File: src/rtl/framebuffer_avn_arbiter.sv
// Shares one SRAM Avalon-MM slave between the VGA prefetch reader (m0) and the pixel writer (m1).
// Reads win by default; a starvation counter forces the writer through after WR_MAX_WAIT blocked cycles.
module framebuffer_avn_arbiter #(
    parameter int AVN_AW      = 18,
    parameter int AVN_DW      = 16,
    parameter int WR_MAX_WAIT = 8
) (
    input  logic                  sys_clk,
    input  logic                  sys_rst,
    input  logic                  m0_avn_read,
    input  logic [AVN_AW-1:0]     m0_avn_address,
    output logic                  m0_avn_waitrequest,
    output logic [AVN_DW-1:0]     m0_avn_readdata,
    output logic                  m0_avn_readdatavalid,
    input  logic                  m1_avn_write,
    input  logic [AVN_AW-1:0]     m1_avn_address,
    input  logic [AVN_DW-1:0]     m1_avn_writedata,
    input  logic [AVN_DW/8-1:0]   m1_avn_byteenable,
    output logic                  m1_avn_waitrequest,
    output logic                  s_avn_read,
    output logic                  s_avn_write,
    output logic [AVN_AW-1:0]     s_avn_address,
    output logic [AVN_DW-1:0]     s_avn_writedata,
    output logic [AVN_DW/8-1:0]   s_avn_byteenable,
    input  logic                  s_avn_waitrequest,
    input  logic [AVN_DW-1:0]     s_avn_readdata,
    input  logic                  s_avn_readdatavalid
);

    typedef enum logic [1:0] {IDLE = 2'd0, RD = 2'd1, WR = 2'd2, TURN = 2'd3} state_t;

    state_t     state, state_nxt;
    logic [7:0] wr_wait;
    logic       cmd_busy, retire, can_load, force_wr;
    logic       read_grant, write_grant;

    assign cmd_busy = s_avn_read | s_avn_write;
    assign retire   = cmd_busy & ~s_avn_waitrequest;
    assign can_load = ~cmd_busy | retire;
    assign force_wr = (wr_wait == 8'(WR_MAX_WAIT));

    always_ff @(posedge sys_clk or negedge sys_rst) begin
        if (!sys_rst) state <= IDLE;
        else          state <= state_nxt;
    end

    always_comb begin
        state_nxt   = state;
        read_grant  = 1'b0;
        write_grant = 1'b0;
        case (state)
            IDLE: begin
                if (m1_avn_write && (force_wr || !m0_avn_read)) begin
                    write_grant = 1'b1;
                    state_nxt   = WR;
                end else if (m0_avn_read) begin
                    read_grant = 1'b1;
                    state_nxt  = RD;
                end
            end
            RD: begin
                if (m0_avn_read && !force_wr && can_load)
                    read_grant = 1'b1;
                else if (m1_avn_write && can_load)
                    state_nxt = TURN;
                else if (!m0_avn_read && !m1_avn_write && !cmd_busy)
                    state_nxt = IDLE;
            end
            WR: begin
                if (m1_avn_write && (force_wr || !m0_avn_read) && can_load)
                    write_grant = 1'b1;
                else if (m0_avn_read && can_load)
                    state_nxt = TURN;
                else if (!m0_avn_read && !m1_avn_write && !cmd_busy)
                    state_nxt = IDLE;
            end
            default: state_nxt = IDLE;
        endcase
        // No master may be accepted while reset is held.
        if (!sys_rst) begin
            read_grant  = 1'b0;
            write_grant = 1'b0;
        end
    end

    always_comb begin
        m0_avn_waitrequest = ~read_grant;
        m1_avn_waitrequest = ~write_grant;
    end

    // Command register: contents stay frozen while the slave stalls.
    always_ff @(posedge sys_clk or negedge sys_rst) begin
        if (!sys_rst) begin
            s_avn_read       <= 1'b0;
            s_avn_write      <= 1'b0;
            s_avn_address    <= '0;
            s_avn_writedata  <= '0;
            s_avn_byteenable <= '0;
        end else if (read_grant) begin
            s_avn_read       <= 1'b1;
            s_avn_write      <= 1'b0;
            s_avn_address    <= m0_avn_address;
            s_avn_byteenable <= '1;
        end else if (write_grant) begin
            s_avn_read       <= 1'b0;
            s_avn_write      <= 1'b1;
            s_avn_address    <= m1_avn_address;
            s_avn_writedata  <= m1_avn_writedata;
            s_avn_byteenable <= m1_avn_byteenable;
        end else if (retire) begin
            s_avn_read  <= 1'b0;
            s_avn_write <= 1'b0;
        end
    end

    always_ff @(posedge sys_clk or negedge sys_rst) begin
        if (!sys_rst)
            wr_wait <= '0;
        else if (write_grant || !m1_avn_write)
            wr_wait <= '0;
        else if (!force_wr)
            wr_wait <= wr_wait + 8'd1;
    end

    // Read return path: only reads ever return data, so order alone identifies them.
    always_ff @(posedge sys_clk or negedge sys_rst) begin
        if (!sys_rst) begin
            m0_avn_readdatavalid <= 1'b0;
            m0_avn_readdata      <= '0;
        end else begin
            m0_avn_readdatavalid <= s_avn_readdatavalid;
            m0_avn_readdata      <= s_avn_readdata;
        end
    end

endmodule

File: config.mk
export PLATFORM = sky130hd
export DESIGN_NAME = framebuffer_avn_arbiter
export DESIGN_NICKNAME = d
export VERILOG_FILES = /design/src/rtl/framebuffer_avn_arbiter.sv
export SDC_FILE = /design/constraint.sdc
export NUM_CORES = 1
export LEC_CHECK = 0
export ABC_AREA = 1
export CAP_MARGIN = 10
export CORE_MARGIN = 1.5
export CORE_UTILIZATION = 45
export CTS_CLUSTER_SIZE = 28
export DETAILED_ROUTE_END_ITERATION = 16
export GPL_ROUTABILITY_DRIVEN = 0
export MAX_ROUTING_LAYER = met4
export PLACE_DENSITY = 0.89
export SKIP_CTS_REPAIR_TIMING = 1
export SYNTH_ARGS = -nofsm -noshare
export SYNTH_HDL_FRONTEND = slang
export SYNTH_SLANG_ARGS = --single-unit
File: constraint.sdc
create_clock -name sys_clk -period 3.7 [get_ports sys_clk]
set_clock_uncertainty 0.15 [all_clocks]
set_input_delay 0.74 -clock sys_clk [delete_from_list [all_inputs] [get_ports sys_clk]]
set_output_delay 0.74 -clock sys_clk [all_outputs]
set_load 0.1 [all_outputs]
=== After elaboration in Yosys (flattened, before gate mapping) ===
Cells that the tools add are included.

* Bits in registers: 65
* Input port bits: 76
* Output and inout port bits: 57
* Word-level logic and storage cells: 71

* Add/sub/neg operators: 1
* Equality and inequality tests: 7
* Mux-type cells: 28
* Bitwise logic cells: 7
* Reductions and logical operators: 19

{| class="wikitable"
|+ Operator list
! cell !! count
|-
| $mux W18 || 2
|-
| $mux W2 || 9
|-
| $mux W8 || 2
|-
| $mux W1 || 12
|-
| $add A8 B1 Y8 const B || 1
|-
| $eq A8 B4 Y1 const B || 1
|-
| $logic_and A1 B1 Y1 || 8
|-
| $pmux W2 S3 || 1
|-
| $logic_not A1 Y1 || 4
|-
| $ne A2 B2 Y1 const B || 2
|-
| $not A1 Y1 || 4
|-
| $pmux W1 S2 || 2
|-
| $ne A3 B3 Y1 const B || 1
|-
| $reduce_and A3 Y1 || 1
|-
| $reduce_bool A3 Y1 || 1
|-
| $eq A2 B1 Y1 const B || 1
|-
| $eq A2 B2 Y1 const B || 1
|-
| $logic_not A2 Y1 || 1
|-
| $logic_or A1 B1 Y1 || 2
|-
| $ne A2 B1 Y1 const B || 1
|-
| $or A1 B1 Y1 || 2
|-
| $reduce_and A2 Y1 || 1
|-
| $reduce_bool A2 Y1 || 1
|-
| $and A1 B1 Y1 || 1
|}

=== Longest topological paths before layout ===
* Depth in word-level cells: 9
* Mapped depth: 11
* Depth with buffers taken out: 11

=== Worst setup path after synthesis ===
No wires, ideal clock.

* Path type: register to output
* Start point: register s_avn_write
* End point: output port m1_avn_waitrequest
* Data arrival time: 1.892 ns
* Required time: 2.810 ns
* Path slack: 0.918 ns
* Cell stages (with the launch flop): 9
* Cell sequence: dfrtp_1 -> or2_4 -> nand2_4 -> nand2_1 -> nor2_2 -> nand2_2 -> nand2_8 -> nand2_8 -> buf_6

* Longest elaborated chain between the ends: 8

{| class="wikitable"
|+ RTL lines
! element !! RTL line !! RTL
|-
| start: declaration || 21 || <nowiki>output logic s_avn_write,</nowiki>
|-
| start signal: assignment || 95 || <nowiki>s_avn_write <= 1'b0;</nowiki>
|-
| start signal: assignment || 101 || <nowiki>s_avn_write <= 1'b0;</nowiki>
|-
| start signal: assignment || 106 || <nowiki>s_avn_write <= 1'b1;</nowiki>
|-
| $or A1 B1 Y1 (*) || 37 || <nowiki>assign cmd_busy = s_avn_read | s_avn_write;</nowiki>
|-
| $and A1 B1 Y1 / $not A1 Y1 (equally long branches) || 38, 39 ||
|-
| $or A1 B1 Y1 (*) || 39 || <nowiki>assign can_load = ~cmd_busy | retire;</nowiki>
|-
| $logic_and A1 B1 Y1 (*) || 70 || <nowiki>if (m1_avn_write && (force_wr || !m0_avn_read) && can_load)</nowiki>
|-
| $mux W1 (*) || 70 ||
|-
| $pmux W1 S2 (*) || 51 || <nowiki>case (state)</nowiki>
|-
| $mux W1 (*) || 80 || <nowiki>if (!sys_rst) begin</nowiki>
|-
| $not A1 Y1 (*) || 88 || <nowiki>m1_avn_waitrequest = ~write_grant;</nowiki>
|-
| end: declaration || 19 || <nowiki>output logic m1_avn_waitrequest,</nowiki>
|}

Every way passes the cells marked *; elsewhere a longest branch is shown, timed or not.

=== Final worst setup path ===
* Start point: input port m0_avn_read
* End point: output port m0_avn_waitrequest

* Longest elaborated chain between the ends: 7

{| class="wikitable"
|+ RTL lines
! element !! RTL line !! RTL
|-
| start: declaration || 10 || <nowiki>input logic m0_avn_read,</nowiki>
|-
| $logic_not A1 Y1 || 53 || <nowiki>if (m1_avn_write && (force_wr || !m0_avn_read)) begin</nowiki>
|-
| $logic_or A1 B1 Y1 || 53 ||
|-
| $logic_and A1 B1 Y1 || 53 ||
|-
| $mux W1 || 53 ||
|-
| $pmux W1 S2 (*) || 51 ||
|-
| $mux W1 (*) || 80 ||
|-
| $not A1 Y1 (no source line) (*) || - ||
|-
| end: declaration || 12 || <nowiki>output logic m0_avn_waitrequest,</nowiki>
|}

Marks and branches as above.

==> impl_metrics.tcl <==
set metrics [dict create \
    synthesis.area_sq_um 2970 \
    max-clock-path-buffers 2 \
    multiInputGateArea_sq_um 1160 \
    p_int_mw 1.93 \
    power_mw 4.37 \
    num_antenna_cells 0 \
    synth_seq_cells 65 \
    first_pass_iters 4 \
    synthTopCellsByArea "dfrtp_1 55%, nand3_1 13%, nand3_2 7.4%" \
    vdd_ir_drop_max_uv 781 \
    drive_gt1_frac 0.141 \
    rsz0062_at_grt "no" \
    path_delay_family "buffers and inverters" \
    yosysUniqueCellTypes 29 \
    routed_wl_microns 7580 \
    nets 500 \
    p_leak_nw 2.02 \
    yosysWarnings 0 \
    area_growth_syn_to_layout_pct 51.8 \
    swShare 0.559 \
    overflow 0 \
    final.setup.tns_ps 0 \
    tightestPinTransition_ps 1010 \
    grt_pass1_vias 2639 \
    drc 0 \
    path_buf_inv 3 \
    hp-class "reg2reg" \
    vias_per_cell 5.16 \
    cpPeakStageDelay_ps 600 \
    num_io_pins 133 \
    status "finished clean" \
    fmax_mhz 306 \
    setup_viol 0 \
    die_h_microns 84.2 \
    required_ps 2810 \
    crit_fanout 27 \
    critPathSlowestCell "clkdlybuf4s50_1" \
    cts_root_buf "clkbuf_8" \
    max_cap_violations 0 \
    cp-end-kind "primary output" \
    synth.top_cell.area_share 0.548 \
    coreArea_sq_um 6350 \
    seq_area_sq_um 1630 \
    die_w_microns 84.2 \
    start_util 0.467 \
    route.antenna.remaining_nets 0 \
    cts.sinks 65 \
    dieArea_sq_um 7090 \
    nFillCells 454 \
    fin_crit_ps 3270 \
    cts_buffers 9 \
    htree_levels 3 \
    grt_pass1_wl_microns 12100 \
    grt_start_max_net_pins 80 \
    power_frac_clock 0.149 \
    p_per_area_nw_per_um2 969 \
    drt_iter0_drc 112 \
    grt_usage 0.226 \
    antenna_found_initial 0 \
    vias 2602 \
    finalCritPeriodShare 0.883 \
    switchingPower_mw 2.44 \
    pwr-share-seq 0.247 \
    wl_per_cell_microns 15.0 \
    netlist_instances 292 \
    port_buffers 132 \
    worstPathArrival_ps 2380 \
    hold_violations 0 \
    rows 29 \
    syn_area_per_cell_sq_um 10.2 \
    clkLatencyLatePin_ps 330 \
    clk_pin_slew_ps 70 \
    postSynthNetCount 370 \
    combPwrFrac 0.604 \
    post-dp-hpwl_microns 5610 \
    path_cells "clkdlybuf4s50_1, inv_1, nor2_2, nand3_2, nand2_4, nand2_8, buf_12" \
    dpl_cell_area_sq_um 4290 \
    finalHoldWorstSlack_ps 324 \
    path_class "in2out" \
    fin_util 0.710 \
    drv_slew 0 \
    ys_seq_area_frac 0.548 \
    stdcell_area_sq_um 4510 \
    cts_tree "built" \
    max_slew_margin 0.326 \
    yosys.area.top_type "dfrtp_1" \
    start_kind "input pin" \
]
==> final cells by class <==
| type | count | area share |
|---|---|---|
| Sequential cell | 65 | 0.361 |
| Timing Repair Buffer | 135 | 0.302 |
| Multi-Input combinational cell | 199 | 0.257 |
| Clock buffer | 9 | 0.0275 |
| Tap cell | 77 | 0.0214 |
| Clock inverter | 7 | 0.0211 |
| Inverter | 12 | 0.0100 |
==> cells in the mapped netlist, drive strengths merged <==
cell type  instances
nand4              3
nand2             62
a2bb2oi            1
a21boi             1
xor2               3
dfrtp             65
inv               12
a21oi              3
clkbuf             5
xnor2              1
buf               11
or2                1
o22ai              2
nor2              17
nor3               1
o21ai              5
ha                 2
nand3             97
==> state kept, by name, summed over array words and instances (netlist names) <==
signal and count:
wr_wait 8, s_avn_write 1, m0_avn_readdata 16, s_avn_writedata 16
s_avn_address 18, s_avn_read 1, s_avn_byteenable 2, m0_avn_readdatavalid 1
state 2
==> final timing paths <==
path / from / end / slack [ps] / cells past startpoint
setup / recovery: m0_avn_read / m0_avn_waitrequest / 430 / 7
hold / removal: s_avn_writedata[12] / s_avn_writedata[12] / 320 / 2
setup reg to reg: wr_wait[0] / wr_wait[2] / 1090 / 10
hold reg to reg: s_avn_writedata[12] / s_avn_writedata[12] / 320 / 2
max in group asynchronous: sys_rst / m0_avn_readdatavalid / 2320 / 2
min in group asynchronous: sys_rst / s_avn_byteenable[0] / 430 / 2
==> worst reg2reg max path: cells and delay by family (launching register included) <==
family	cells	cell delay (ps)
simple gates	6	1140
buf+inv	2	550
flops	1	400
fa+ha+maj	1	200
compound gates	1	90
==> cell usage in the layout, fill, tap and decap left out, drive strengths merged <==
master	n
clkdlybuf4s50	128
nand3	97
dfrtp	65
nand2	62
nor2	17
inv	12
clkbuf	9
buf	7
o21ai	5
clkinv	4
nand4	3
xor2	3
a21oi	3
o22ai	2
ha	2
bufinv	2
or2	1
a21boi	1
a2bb2oi	1
xnor2	1
nor3	1
clkinvlp	1
==> per-layer routing <==
| layer | up-vias | part of all wire | global-route usage | wire (microns) |
|---|---|---|---|---|
| li1 | 1239 | - | - | - |
| met1 | 1249 | 0.38 | 0.240 | 2910 |
| met2 | 95 | 0.53 | 0.397 | 4010 |
| met3 | 19 | 0.054 | 0.0442 | 411 |
| met4 | 0 | 0.033 | 0.116 | 249 |
| met5 | - | 0 | - | 0 |
==> power groups by stage <==
stage          Sequential, mW  Combinational [mW]  Clock (mW)
6_report                 1.08                2.64       0.651
3_5_place_dp             1.09                2.65           0
4_1_cts                  1.08                2.65       0.672
5_1_grt                  1.10                2.73       0.701
2_1_floorplan            2.56               0.527           0
3_3_place_gp             1.08                2.61           0
==> cell families after synthesis <==
logic type               Yosys count  synth area share
flip-flops                        65             0.548
AO/OA/AOI/OAI                     12            0.0282
adder cells (fa/ha/maj)            2           0.00843
buffers and inverters             28            0.0611
AND/OR/NAND/NOR                  181             0.342
XOR/XNOR                           4            0.0118
==> stage by stage <==
step                      worst slack (ps)  cells
after global routing                   348    504
after detailed placement               449    488
after floorplan                        918    292
final                                  432    504
after global placement                 484    488
after CTS                              448    504
Note: power is estimated with default switching activity, not from simulation.
